===== src/rtl/pixel_stream_tx_pkg.sv =====
// rtl/pixel_stream_tx_pkg.sv - shared widths, FSM encoding and helpers for the pixel transmitter
package pixel_stream_tx_pkg;

  localparam int PIXEL_SIZE = 24;

  typedef enum logic [1:0] {
    ST_IDLE   = 2'd0,
    ST_ACTIVE = 2'd1,
    ST_HSYNC  = 2'd2,
    ST_VSYNC  = 2'd3
  } tx_state_t;

  // Counter width that stays legal for single-entry dimensions.
  function automatic int cnt_width(input int n);
    return (n > 1) ? $clog2(n) : 1;
  endfunction

endpackage


===== src/rtl/pixel_stream_tx_if.sv =====
// rtl/pixel_stream_tx_if.sv - upstream pixel valid/ready handshake
interface pixel_stream_tx_if;
  import pixel_stream_tx_pkg::*;

  logic                  in_valid;
  logic                  in_ready;
  logic [PIXEL_SIZE-1:0] in_data;

  modport master (
    output in_valid,
    output in_data,
    input  in_ready
  );

  modport slave (
    input  in_valid,
    input  in_data,
    output in_ready
  );

endinterface


===== src/rtl/pixel_fifo.sv =====
// rtl/pixel_fifo.sv - synchronous pixel FIFO with async active-low reset
module pixel_fifo #(
  parameter int WIDTH = 24,
  parameter int DEPTH = 4
) (
  input  logic             clk,
  input  logic             reset_n,
  input  logic             push,
  input  logic [WIDTH-1:0] wr_data,
  input  logic             pop,
  output logic [WIDTH-1:0] rd_data,
  output logic             full,
  output logic             empty
);

  localparam int AW = $clog2(DEPTH);

  logic [WIDTH-1:0] mem [DEPTH];
  logic [AW:0]      wr_ptr;
  logic [AW:0]      rd_ptr;
  logic             do_push;
  logic             do_pop;

  // Full is judged before any same-cycle pop, so a full FIFO never accepts.
  assign full    = (wr_ptr[AW] != rd_ptr[AW]) && (wr_ptr[AW-1:0] == rd_ptr[AW-1:0]);
  assign empty   = (wr_ptr == rd_ptr);
  assign do_push = push && !full;
  assign do_pop  = pop && !empty;
  assign rd_data = mem[rd_ptr[AW-1:0]];

  always_ff @(posedge clk or negedge reset_n) begin
    if (!reset_n) begin
      wr_ptr <= '0;
      rd_ptr <= '0;
    end else begin
      if (do_push) wr_ptr <= wr_ptr + 1'b1;
      if (do_pop)  rd_ptr <= rd_ptr + 1'b1;
    end
  end

  always_ff @(posedge clk) begin
    if (do_push) mem[wr_ptr[AW-1:0]] <= wr_data;
  end

endmodule


===== src/rtl/pixel_stream_tx.sv =====
// rtl/pixel_stream_tx.sv - buffers upstream pixels and emits them with en/hsync/vsync framing
module pixel_stream_tx
  import pixel_stream_tx_pkg::*;
#(
  parameter int FRAME_WIDTH  = 550,
  parameter int FRAME_HEIGHT = 1,
  parameter int FIFO_DEPTH   = 4
) (
  input  logic                  clk,
  input  logic                  reset_n,
  input  logic                  run,
  pixel_stream_tx_if.slave      pix_in,
  output logic                  en,
  output logic                  hsync,
  output logic                  vsync,
  output logic [PIXEL_SIZE-1:0] data,
  output logic                  underrun
);

  localparam int XW = cnt_width(FRAME_WIDTH);
  localparam int YW = cnt_width(FRAME_HEIGHT);
  localparam logic [XW-1:0] X_LAST = XW'(FRAME_WIDTH - 1);
  localparam logic [YW-1:0] Y_LAST = YW'(FRAME_HEIGHT - 1);

  tx_state_t             state_q, state_d;
  logic [XW-1:0]         x_q, x_d;
  logic [YW-1:0]         y_q, y_d;
  logic                  en_d, hsync_d, vsync_d, underrun_d;
  logic [PIXEL_SIZE-1:0] data_d;
  logic                  fifo_full, fifo_empty, fifo_pop;
  logic [PIXEL_SIZE-1:0] fifo_rd_data;

  assign pix_in.in_ready = !fifo_full;

  pixel_fifo #(
    .WIDTH (PIXEL_SIZE),
    .DEPTH (FIFO_DEPTH)
  ) u_fifo (
    .clk     (clk),
    .reset_n (reset_n),
    .push    (pix_in.in_valid),
    .wr_data (pix_in.in_data),
    .pop     (fifo_pop),
    .rd_data (fifo_rd_data),
    .full    (fifo_full),
    .empty   (fifo_empty)
  );

  always_ff @(posedge clk or negedge reset_n) begin
    if (!reset_n) begin
      state_q  <= ST_IDLE;
      x_q      <= '0;
      y_q      <= '0;
      en       <= 1'b0;
      hsync    <= 1'b0;
      vsync    <= 1'b0;
      data     <= '0;
      underrun <= 1'b0;
    end else begin
      state_q  <= state_d;
      x_q      <= x_d;
      y_q      <= y_d;
      en       <= en_d;
      hsync    <= hsync_d;
      vsync    <= vsync_d;
      data     <= data_d;
      underrun <= underrun_d;
    end
  end

  always_comb begin
    state_d    = state_q;
    x_d        = x_q;
    y_d        = y_q;
    en_d       = 1'b0;
    hsync_d    = 1'b0;
    vsync_d    = 1'b0;
    data_d     = data;
    underrun_d = underrun;
    fifo_pop   = 1'b0;
    case (state_q)
      ST_IDLE: begin
        if (run) begin
          state_d = ST_ACTIVE;
          x_d     = '0;
          y_d     = '0;
        end
      end
      ST_ACTIVE: begin
        if (!fifo_empty) begin
          fifo_pop = 1'b1;
          en_d     = 1'b1;
          data_d   = fifo_rd_data;
          // Last pixel of the row leaves x parked; the sync state clears it.
          if (x_q == X_LAST) begin
            state_d = (y_q == Y_LAST) ? ST_VSYNC : ST_HSYNC;
          end else begin
            x_d = x_q + 1'b1;
          end
        end else begin
          underrun_d = 1'b1;
        end
      end
      ST_HSYNC: begin
        hsync_d = 1'b1;
        x_d     = '0;
        y_d     = y_q + 1'b1;
        state_d = ST_ACTIVE;
      end
      ST_VSYNC: begin
        vsync_d = 1'b1;
        x_d     = '0;
        y_d     = '0;
        state_d = run ? ST_ACTIVE : ST_IDLE;
      end
      default: state_d = ST_IDLE;
    endcase
  end

endmodule


===== src/flat_wrapper.sv =====
// flat-port wrapper written by rule: the top's interface ports become plain ports
module pixel_stream_tx_flat import pixel_stream_tx_pkg::*;
#(
  parameter int FRAME_WIDTH  = 550,
  parameter int FRAME_HEIGHT = 1,
  parameter int FIFO_DEPTH   = 4
)
  (clk, reset_n, run, en, hsync, vsync, data, underrun, pix_in_in_valid, pix_in_in_data, pix_in_in_ready);
  pixel_stream_tx_if pix_in_i ();
  input  logic clk;
  input  logic reset_n;
  input  logic run;
  output logic en;
  output logic hsync;
  output logic vsync;
  output logic [PIXEL_SIZE-1:0] data;
  output logic underrun;
  input wire logic [$bits(pix_in_i.in_valid)-1:0] pix_in_in_valid;
  input wire logic [$bits(pix_in_i.in_data)-1:0] pix_in_in_data;
  output wire logic [$bits(pix_in_i.in_ready)-1:0] pix_in_in_ready;
  assign pix_in_i.in_valid = pix_in_in_valid;
  assign pix_in_i.in_data = pix_in_in_data;
  assign pix_in_in_ready = pix_in_i.in_ready;
  pixel_stream_tx #(.FRAME_WIDTH(FRAME_WIDTH), .FRAME_HEIGHT(FRAME_HEIGHT), .FIFO_DEPTH(FIFO_DEPTH)) u_core (.clk(clk), .reset_n(reset_n), .run(run), .pix_in(pix_in_i), .en(en), .hsync(hsync), .vsync(vsync), .data(data), .underrun(underrun));
endmodule

===== config.mk =====
export PLATFORM = sky130hd
export DESIGN_NAME = pixel_stream_tx_flat
export DESIGN_NICKNAME = d
export VERILOG_FILES = /design/src/rtl/pixel_stream_tx_pkg.sv /design/src/rtl/pixel_stream_tx_if.sv /design/src/rtl/pixel_fifo.sv /design/src/rtl/pixel_stream_tx.sv /design/src/flat_wrapper.sv
export SDC_FILE = /design/constraint.sdc
export NUM_CORES = 1
export LEC_CHECK = 0
export CORE_MARGIN = 4
export CORE_UTILIZATION = 55
export CTS_BUF_LIST = sky130_fd_sc_hd__clkbuf_4 sky130_fd_sc_hd__clkbuf_8 sky130_fd_sc_hd__clkbuf_16
export DETAILED_ROUTE_END_ITERATION = 8
export HOLD_SLACK_MARGIN = 0.08
export PLACE_DENSITY = 0.77
export SLEW_MARGIN = 20
export SYNTH_ARGS = -nofsm -noshare
export SYNTH_HDL_FRONTEND = slang
export SYNTH_HIERARCHICAL = 1
export SYNTH_SLANG_ARGS = --single-unit
export TNS_END_PERCENT = 100

===== constraint.sdc =====
create_clock -name clk -period 5.2 [get_ports clk]
set_input_delay 0.52 -clock clk [delete_from_list [all_inputs] [get_ports clk]]
set_output_delay 0.52 -clock clk [all_outputs]
set_load 0.02 [all_outputs]

==> reports/results.txt <==
status: completed
Post-CTS Setup Bufs: 0
area fraction of the dominant cell type after synthesis: 49.52%
CP top delay family: flip-flops
fin util: 68.49%
Hold Buf Count CTS: 0
max-slew violations: 0
Row Count: 37
Die Ht: 110.9 um
Reg clk slew, reported paths: 0.06 ns
max frequency: 0.3130 GHz
leading cell type in the layout, fill and taps excluded: edfxtp_1
Antenna diodes: 0
DR pass1 iterations: 4
final hold vios: 0
crit-path cells: xnor2_2 > nand3_2 > inv_1 > inv_1 > clkdlybuf4s50_1
global-route wire length before repair: 17.37 mm
count of flip-flops with a built-in enable after synthesis: 96
FFs w/ async S/R, synth: 32.87%
vias: 3017
final net count: 417
YS warnings: 6
Max FO, Critical Path: 28
Syn Area/Cell: 18.66 um2
synth top area cells: edfxtp_1, dfrtp_1, mux4_2
all-layer global routing usage: 18.48%
cts repair resizes: 0
Hold Crit Class: primary input to asynchronous set/reset pin
initial antenna violation count: 0
Cells after Synth: 312
dominant cell type by area after synthesis: edfxtp_1
chip width: 110.9 um
Initial Utilization: 56.39%
number of global-route vias before repair: 3298
Distinct cells, synth: 56
Max Cap Viol: 0
register area share after synthesis: 69.72%
clk_lat worst skew: 0.52 ns
Crit path buffers/inverters: 3
H-tree depth: 4
Lkg Pwr: 2.605 nW
Critical Path Sink Type: primary output
period utilization: 61.44%
largest buffer count on any clock path: 2
core footprint: 0.01032 mm2
Multi-input gate area: 0.001617 mm2
1st-iter DRT viols: 169
Max transition margin: 29.65%
Worst Tran Pin Value: 1.055 ns
largest net degree at the start of global routing: 48
post-synth net total: 347
FILL cells: 650
PD cells: 652.8 mW/mm2
final antenna-violating net count: 0
most frequent cells in the layout: edfxtp_1, clkdlybuf4s50_1, dfrtp_1, mux4_2, clkbuf_16
CTS Buf Count: 17
final setup fails: 0
CP max stage cell: dfrtp_2
RSZ-0062 raised after global routing: no
Sink Count: 143
Setup TNS: 0 ns
register area: 0.004060 mm2
I/O Buffers: 56
CTS tree: yes
DRC Markers: 0
area grow syn2layout: 21.45%
RePlAce Congestion: 0.8630
r2r startpoint: u_core/u_fifo/rd_ptr[0]$_DFFE_PN0P_
peak per-stage delay on the critical path: 1.01 ns
Worst EP arrival: 2.67 ns
hpwl dp: 6.140 mm
Synth Flop Type: edfxtp_1
I/O pins: 57
crit path from: u_core/u_fifo/rd_ptr[0]$_DFFE_PN0P_
layout cells sized above 1: 27.34%
Layout Skew: 0.007007 ns
post-route minimum period: 3.195 ns
final wirelength: 10.24 mm
Seq cells post-synth: 143
grt ovf: 0
Critical Path RT: 4.68 ns
WL/cell: 19.29 um
Max IR drop VDD: 0.0004823 V
die area: 0.01230 mm2
Synth Cell Area: 0.005822 mm2
kind of critical path: register to primary output
vias per inst: 5.682
R2R setup slack: 2.45 ns
Worst Setup Start Kind: register
most frequent CP cell: inv_1
Root Driver: clkbuf_8
==> kinds of logic after synthesis <==
| family | synth area share [%] |
|---|---|
| AND/OR/NAND/NOR | 4.127 |
| AO/OA/AOI/OAI | 5.309 |
| flip-flops | 69.72 |
| adder cells (fa/ha/maj) | 1.504 |
| multiplexers | 14.94 |
| XOR/XNOR | 1.741 |
| buffers and inverters | 2.665 |
==> flip-flops by register name (all words and copies together), names as in the netlist <==
signal                count
u_core/u_fifo/mem        96
u_core/data              24
u_core/x_q               10
u_core/u_fifo/rd_ptr      3
u_core/u_fifo/wr_ptr      3
u_core/state_q            2
u_core/en                 1
u_core/hsync              1
u_core/underrun           1
u_core/vsync              1
u_core/y_q                1
==> final cells by class <==
| class | count | share of cell area, % |
|---|---|---|
| multi-input cells | 145 | 22.86 |
| clock buffers | 20 | 6.264 |
| flip-flops and latches | 143 | 57.42 |
| inverters | 14 | 0.7786 |
| well taps | 136 | 2.407 |
| repair buffers | 61 | 8.388 |
| clock inverters | 12 | 1.876 |
==> worst paths after layout <==
path,endpoint,depth (start not counted)
worst max-delay path,pix_in_in_ready,5
worst min-delay path,u_core/vsync$_DFF_PN0_,2
worst max register to register,u_core/u_fifo/rd_ptr[1]$_DFFE_PN0P_,7
worst min register to register,u_core/underrun$_DFFE_PN0P_,1
max in group asynchronous,u_core/u_fifo/rd_ptr[0]$_DFFE_PN0P_,2
min in group clk,u_core/underrun$_DFFE_PN0P_,1
==> stage by stage <==
stage / setup WS (ns) / power, W / instance area (um2) / cells / hold slack [ns]
4_1_cts: 1.927 / 0.004679 / 7071 / 531 / 0.1175
5_1_grt: 1.780 / 0.004884 / 7071 / 531 / 0.1502
3_3_place_gp: 2.409 / 0.003445 / 6495 / 499 / 0.4639
6_report: 2.005 / 0.004616 / 7071 / 531 / 0.1114
2_1_floorplan: 3.211 / 0.003039 / 5822 / 312 / 0.2244
3_5_place_dp: 2.365 / 0.003491 / 6495 / 499 / 0.4666
==> Yosys cell counts, types with 2 or more instances <==
cell type,number
nand2_1,10
mux4_2,24
o31ai_2,4
mux2_2,15
buf_2,3
ha_1,7
nor3_1,3
nand3_1,4
o41ai_1,3
dfrtp_1,47
inv_1,13
a21o_1,2
a21oi_1,7
nor2_1,2
a211oi_2,2
buf_12,2
mux2_4,10
xor2_1,2
and3_1,5
a41oi_1,2
xor2_2,2
o21ai_0,7
buf_6,2
edfxtp_1,96
xnor2_1,4
buf_4,3
nand2b_1,2
==> report_power, final <==
part	internal, W	switching [W]
registers	0.00156	0.000221
clock network	0.000709	0.000450
logic	0.000855	0.000824
==> routing by layer <==
metal  vias up  wire length [um]  track usage (%)
li1       1364                 -                -
met1      1572              4343            23.29
met2        75              5352            30.14
met3         6               501            7.751
met4         0                44            4.187
met5         -                 0                0
(Power assumes the default switching activity.)
